`config.mk`:
```
export PLATFORM = sky130hd
export DESIGN_NAME = sha256_block_loader
export DESIGN_NICKNAME = d
export VERILOG_FILES = /design/src/rtl/sha256_pkg.sv /design/src/rtl/sha256_pad_word.sv /design/src/rtl/sha256_block_loader.sv
export SDC_FILE = /design/constraint.sdc
export NUM_CORES = 2
export LEC_CHECK = 0
export CORE_MARGIN = 3
export CORE_UTILIZATION = 51
export DETAILED_ROUTE_END_ITERATION = 7
export PLACE_DENSITY = 0.77
export SLEW_MARGIN = 20
export SYNTH_ARGS = -nofsm -noshare
export SYNTH_HDL_FRONTEND = slang
export SYNTH_HIERARCHICAL = 1
export SYNTH_SLANG_ARGS = --single-unit
```
`constraint.sdc`:
```
create_clock -name clk_i -period 2.5 [get_ports clk_i]
set_input_delay 0.375 -clock clk_i [delete_from_list [all_inputs] [get_ports clk_i]]
set_output_delay 0.375 -clock clk_i [all_outputs]
set_load 0.05 [all_outputs]
```
`src/rtl/sha256_pkg.sv`:
```
// Shared SHA-256 constants and the block loader state encoding.
package sha256_pkg;

  localparam int SHA256_BLOCK_W = 512;
  localparam int SHA256_WORD_W  = 32;
  localparam logic [7:0] SHA256_PAD_BYTE = 8'h80;

  typedef enum logic [1:0] {
    ST_FILL,
    ST_EMIT,
    ST_EXTRA,
    ST_EMIT_FINAL
  } loader_state_e;

endpackage

```
`src/rtl/sha256_pad_word.sv`:
```
// Keeps the first nbytes_i bytes of a big-endian word, clears the rest and
// optionally drops the 0x80 marker into the first free byte.
module sha256_pad_word
  import sha256_pkg::*;
(
  input  logic [SHA256_WORD_W-1:0] word_i,
  input  logic [2:0]               nbytes_i,
  input  logic                     insert_marker_i,
  output logic [SHA256_WORD_W-1:0] word_o
);

  always_comb begin
    word_o = '0;
    for (int b = 0; b < 4; b++) begin
      if (3'(b) < nbytes_i) begin
        word_o[31-8*b -: 8] = word_i[31-8*b -: 8];
      end else if (insert_marker_i && (3'(b) == nbytes_i)) begin
        word_o[31-8*b -: 8] = SHA256_PAD_BYTE;
      end
    end
  end

endmodule

```
`src/rtl/sha256_block_loader.sv`:
```
// Packs a big-endian 32-bit word stream into FIPS 180-4 padded 512-bit
// blocks and presents them one at a time on a valid/ready output.
module sha256_block_loader
  import sha256_pkg::*;
#(
  parameter int LEN_W = 64
) (
  input  logic                      clk_i,
  input  logic                      rst_ni,
  input  logic                      in_valid_i,
  output logic                      in_ready_o,
  input  logic [SHA256_WORD_W-1:0]  in_data_i,
  input  logic                      in_last_i,
  input  logic [2:0]                in_bytes_i,
  output logic                      blk_valid_o,
  input  logic                      blk_ready_i,
  output logic [SHA256_BLOCK_W-1:0] blk_out_o,
  output logic                      blk_first_o,
  output logic                      blk_final_o
);

  localparam int NW = SHA256_BLOCK_W / SHA256_WORD_W;

  loader_state_e state_q, state_d;

  logic [3:0]                idx_q, idx_d;
  logic [LEN_W-1:0]          bitLen_q, bitLen_d;
  logic [SHA256_WORD_W-1:0]  buf_q [NW];
  logic [SHA256_WORD_W-1:0]  buf_d [NW];
  logic                      firstFlag_q, firstFlag_d;
  logic                      pendExtra_q, pendExtra_d;
  logic                      extraMarker_q, extraMarker_d;
  logic                      inReady_q;
  logic                      blkValid_q, blkValid_d;
  logic [SHA256_BLOCK_W-1:0] blkOut_q, blkOut_d;
  logic                      blkFirst_q, blkFirst_d;
  logic                      blkFinal_q, blkFinal_d;

  logic                      inFire, outFire;
  logic [2:0]                effBytes;
  logic [6:0]                markerPos;
  logic                      lastFits;
  logic [LEN_W-1:0]          bitLenNext;
  logic [63:0]               lenNext, lenCur;
  logic [SHA256_WORD_W-1:0]  paddedWord;
  logic [SHA256_BLOCK_W-1:0] assembled;

  assign inFire     = in_valid_i && inReady_q;
  assign outFire    = blkValid_q && blk_ready_i;
  assign effBytes   = (!in_last_i || (in_bytes_i > 3'd4)) ? 3'd4 : in_bytes_i;
  assign markerPos  = {1'b0, idx_q, 2'b00} + {4'b0000, effBytes};
  assign lastFits   = (markerPos <= 7'd55);
  assign bitLenNext = bitLen_q + LEN_W'({effBytes, 3'b000});
  assign lenNext    = 64'(bitLenNext);
  assign lenCur     = 64'(bitLen_q);

  sha256_pad_word u_pad (
    .word_i          (in_data_i),
    .nbytes_i        (effBytes),
    .insert_marker_i (in_last_i),
    .word_o          (paddedWord)
  );

  // Block as it would look if the word on the input were accepted now.
  // A full last word pushes the marker into the following slot.
  always_comb begin
    assembled = '0;
    for (int k = 0; k < NW; k++) begin
      if (4'(k) < idx_q) begin
        assembled[SHA256_BLOCK_W-1-SHA256_WORD_W*k -: SHA256_WORD_W] = buf_q[k];
      end else if (4'(k) == idx_q) begin
        assembled[SHA256_BLOCK_W-1-SHA256_WORD_W*k -: SHA256_WORD_W] = paddedWord;
      end else if (in_last_i && (effBytes == 3'd4) && (4'(k) == idx_q + 4'd1)) begin
        assembled[SHA256_BLOCK_W-1-SHA256_WORD_W*k -: SHA256_WORD_W] = {SHA256_PAD_BYTE, 24'h0};
      end
    end
    if (in_last_i && lastFits) begin
      assembled[63:0] = lenNext;
    end
  end

  always_ff @(posedge clk_i or negedge rst_ni) begin
    if (!rst_ni) begin
      state_q <= ST_FILL;
    end else begin
      state_q <= state_d;
    end
  end

  always_comb begin
    state_d = state_q;
    case (state_q)
      ST_FILL: begin
        if (inFire) begin
          if (in_last_i) begin
            state_d = lastFits ? ST_EMIT_FINAL : ST_EMIT;
          end else if (idx_q == 4'd15) begin
            state_d = ST_EMIT;
          end
        end
      end
      ST_EMIT: begin
        if (outFire) begin
          state_d = pendExtra_q ? ST_EXTRA : ST_FILL;
        end
      end
      ST_EXTRA: state_d = ST_EMIT_FINAL;
      ST_EMIT_FINAL: begin
        if (outFire) begin
          state_d = ST_FILL;
        end
      end
      default: state_d = ST_FILL;
    endcase
  end

  // Output register loads on the accepting edge so blk_valid follows one cycle later.
  always_comb begin
    idx_d         = idx_q;
    bitLen_d      = bitLen_q;
    buf_d         = buf_q;
    firstFlag_d   = firstFlag_q;
    pendExtra_d   = pendExtra_q;
    extraMarker_d = extraMarker_q;
    blkValid_d    = blkValid_q;
    blkOut_d      = blkOut_q;
    blkFirst_d    = blkFirst_q;
    blkFinal_d    = blkFinal_q;

    if (outFire) begin
      blkValid_d = 1'b0;
    end

    case (state_q)
      ST_FILL: begin
        if (inFire) begin
          bitLen_d       = bitLenNext;
          idx_d          = idx_q + 4'd1;
          buf_d[idx_q]   = in_data_i;
          if (in_last_i || (idx_q == 4'd15)) begin
            blkValid_d    = 1'b1;
            blkOut_d      = assembled;
            blkFirst_d    = firstFlag_q;
            blkFinal_d    = in_last_i && lastFits;
            firstFlag_d   = 1'b0;
            pendExtra_d   = in_last_i && !lastFits;
            extraMarker_d = (markerPos == 7'd64);
          end
        end
      end
      ST_EXTRA: begin
        blkValid_d  = 1'b1;
        blkOut_d    = {(extraMarker_q ? SHA256_PAD_BYTE : 8'h00), 440'h0, lenCur};
        blkFirst_d  = firstFlag_q;
        blkFinal_d  = 1'b1;
        pendExtra_d = 1'b0;
      end
      ST_EMIT_FINAL: begin
        if (outFire) begin
          bitLen_d    = '0;
          idx_d       = '0;
          firstFlag_d = 1'b1;
          for (int k = 0; k < NW; k++) begin
            buf_d[k] = '0;
          end
        end
      end
      default: ;
    endcase
  end

  always_ff @(posedge clk_i or negedge rst_ni) begin
    if (!rst_ni) begin
      idx_q         <= '0;
      bitLen_q      <= '0;
      for (int k = 0; k < NW; k++) begin
        buf_q[k] <= '0;
      end
      firstFlag_q   <= 1'b1;
      pendExtra_q   <= 1'b0;
      extraMarker_q <= 1'b0;
      inReady_q     <= 1'b1;
      blkValid_q    <= 1'b0;
      blkOut_q      <= '0;
      blkFirst_q    <= 1'b0;
      blkFinal_q    <= 1'b0;
    end else begin
      idx_q         <= idx_d;
      bitLen_q      <= bitLen_d;
      for (int k = 0; k < NW; k++) begin
        buf_q[k] <= buf_d[k];
      end
      firstFlag_q   <= firstFlag_d;
      pendExtra_q   <= pendExtra_d;
      extraMarker_q <= extraMarker_d;
      inReady_q     <= (state_d == ST_FILL);
      blkValid_q    <= blkValid_d;
      blkOut_q      <= blkOut_d;
      blkFirst_q    <= blkFirst_d;
      blkFinal_q    <= blkFinal_d;
    end
  end

  assign in_ready_o  = inReady_q;
  assign blk_valid_o = blkValid_q;
  assign blk_out_o   = blkOut_q;
  assign blk_first_o = blkFirst_q;
  assign blk_final_o = blkFinal_q;

endmodule

```
==> reports/metrics.yaml <==
global_route:
  grt_util_all_layers: 0.427
  grt_pass1_wl_um: 301000
  grt_pass1_vias: 44700
  grt_overflow: 0
  grt_max_degree: 105
  antenna_found_initial: 29
route:
  wirelength_um: 209000
  post_drt_wl_per_cell_um: 29.0
  dr.first_iter.drc_count: 6941
  dr.pass1.iters: 8
  ant_nets: 0
  vias: 46800
  drcViolationCount: 0
  viasPerCell: 6.51
worst_hold_path:
  min_path_type: "input port to asynchronous set/reset pin"
setup_path:
  start_kind: "flop"
  critPathMaxFanout: 2
  cpPeakStageDelay_ps: 880
  path_buf_inv: 1
  cp-end-kind: "output pin"
  cp_top_family: "buffers and inverters"
  critPathSlowestCell: "clkdlybuf4s50_1"
  critPathKind: "flop to output pin"
  critical_path.cell_chain: "clkdlybuf4s50_1"
  cp.arrival_ps: 2140
  critPathRequiredTime_ps: 2120
logic_synthesis:
  syn-instance-count: 5136
  synth_compound_area_frac: 0.208
  synth_xor_area_frac: 0.00611
  yosys_most_used_dff: "dfrtp_1"
  synth_cell_types: 72
  syn_nets: 5189
  synth_edf_count: 0
  synth.avg_cell_area_um2: 9.17
  synth_top_family_by_area: "compound AO/OA/AOI/OAI gates"
  synthArstFlopShare: 1.00
  ys_ff_latch: 1066
  seq_area_frac_synth: 0.566
  muxShareOfSynthArea: 0.0146
  ys_warn_count: 6
  yosys.area_share.simple: 0.159
  syn_area_um2: 47100
  synthAdderAreaFrac: 0.00361
floorplan:
  core_region_area_um2: 90800
  row_count: 110
  num_io_pins: 556
  start_util: 0.519
  die_h_um: 310
  die_w_um: 310
  die-area_um2: 96000
power:
  ir_worst_vdd_mv: 0.767
  p_leak_nw: 27.6
  power_mw: 60.9
  p_per_area_nw_per_um2: 974
cells_and_area:
  syn_to_final_growth_pct: 32.7
  fin_cells: 7191
  fin_nets: 5956
  final_area_um2: 62500
  drive_gt1_frac: 0.151
  fill_cells: 6744
sta:
  fin_crit_ps: 2510
  finalWorstSetupSlack_ps: -14.4
  slew_viol_final: 0
  period_share: 1.01
  fin_tns_setup_ps: -26.7
  fmax_mhz: 398
  max_slew_margin: 0.315
  hold_viol: 0
  fin_skew_ps: 50.5
  rsz0062_at_grt: "true"
  tightest_slew_ps: 1030
  setup_viol: 3
clock_tree:
  cts_tree: "done"
  cts.clk_slew.worst_paths_ps: 60
  max-clock-path-buffers: 3
  htree_levels: 3
  cts_root_buffer: "clkbuf_16"
  clock_latency_ps: 740
  cts_sinks: 1066
  cts-buffers-inserted: 108
placed_design:
  place.port_buffers: 555
  pre_cts_ws_ps: -815
  placed_area_um2: 58700
  hpwlAfterDp_um: 143000
  dp.cells: 6961
  place_congestion: 1.00
status:
  outcome: "complete, but fails checks"
  failed_checks: "negative setup slack"
job:
  cap_violations: 0
==> through the flow <==
step / util / hold slack, ps
final: 0.688 / 144
after global routing: 0.688 / 162
after floorplan: - / 79.4
after global placement: 0.646 / 285
after CTS: 0.686 / 147
after detailed placement: 0.646 / 282
==> cell usage in the layout (no fill, tap or decap), drive strengths merged, types with 38 or more instances in the layout <==
cell type      count
a21oi            272
a22oi            187
and3             167
buf              604
clkbuf           159
clkdlybuf4s50    543
dfrtp           1064
mux2i             67
nand2           1154
nand3             55
nand4             38
nor2             151
nor3              45
o21ai           1051
o31ai             48
==> logic make-up (layout without fill, tap and decap cells) <==
logic type               Yosys count  after routing
AO/OA/AOI/OAI                   1728           1728
AND/OR/NAND/NOR                 1714           1714
flip-flops                      1066           1066
buffers and inverters            515           1369
multiplexers                      68             68
XOR/XNOR                          32             32
adder cells (fa/ha/maj)           13             13
other                              0             25
==> worst paths after layout <==
path | startpoint | endpoint | slack [ps] | cells after the start
setup / recovery | blk_out_o[511] | blk_out_o[511] | -10 | 1
hold / removal | rst_ni | blk_out_o[307] | 140 | 2
setup reg to reg | idx_q[0] | blk_out_o[39] | 40 | 10
hold reg to reg | buf_q[239] | buf_q[239] | 470 | 2
max in group asynchronous | rst_ni | bitLen_q[39] | 1340 | 3
min in group clk_i | in_last_i | pendExtra_q | 170 | 4
==> where the power goes <==
group | switching (mW) | total (mW) | internal [mW]
clock network | 7.25 | 16.8 | 9.50
logic | 15.3 | 22.4 | 7.04
registers | 2.03 | 21.8 | 19.7
==> repair_timing <==
item | 4_1_cts | 5_1_grt
pin swaps | 2 | 8
hold buffers | 1 | 0
setup endpoints to repair | 25 | 78
resized for setup | 9 | 25
buffers inserted | 4 | 4
hold endpoints to repair | 228 | 0
==> flip-flops by register name (all words and copies together) (netlist names) <==
name,count
extraMarker_q,1
bitLen_q,61
in_ready_o,1
idx_q,4
blk_final_o,1
blk_valid_o,1
state_q,2
firstFlag_q,1
blk_first_o,1
blk_out_o,512
buf_q,480
pendExtra_q,1
==> synthesized netlist by cell type, drive strengths merged (11+ instances only) <==
cell,number,area share
nand2,1154,0.092
dfrtp,1064,0.57
o21ai,1051,0.11
clkbuf,444,0.035
a21oi,272,0.029
a22oi,187,0.030
and3,167,0.022
nor2,151,0.012
mux2i,67,0.014
nand3,55,0.0058
buf,54,0.0055
o31ai,48,0.0076
nor3,45,0.0050
nand4,38,0.0058
and2,26,0.0035
a31oi,24,0.0032
a221oi,21,0.0042
inv,17,0.0014
xnor2,17,0.0033
o22ai,15,0.0020
xor2,15,0.0028
a22o,14,0.0026
nor4,14,0.0026
a32o,13,0.0028
nor2b,13,0.0017
ha,12,0.0032
o41ai,12,0.0025
and4,11,0.0020
nand2b,11,0.0015
==> cell type report <==
class / count / area [µm²] / area share
diodes: 25 / 62.6 / 0.00100
clock buffers: 159 / 3170 / 0.0506
inverters: 17 / 71.3 / 0.00114
multi-input cells: 3555 / 18900 / 0.302
repair buffers: 1155 / 11700 / 0.187
clock inverters: 38 / 458 / 0.00733
flip-flops and latches: 1066 / 26700 / 0.427
well taps: 1176 / 1470 / 0.0235
==> per-layer routing <==
layer | global-route usage | wire length, µm
met5 | 0.0193 | 216
met4 | 0.283 | 17000
met3 | 0.154 | 29800
met2 | 0.609 | 87700
met1 | 0.547 | 73900
Note: power is estimated with default switching activity, not from simulation.
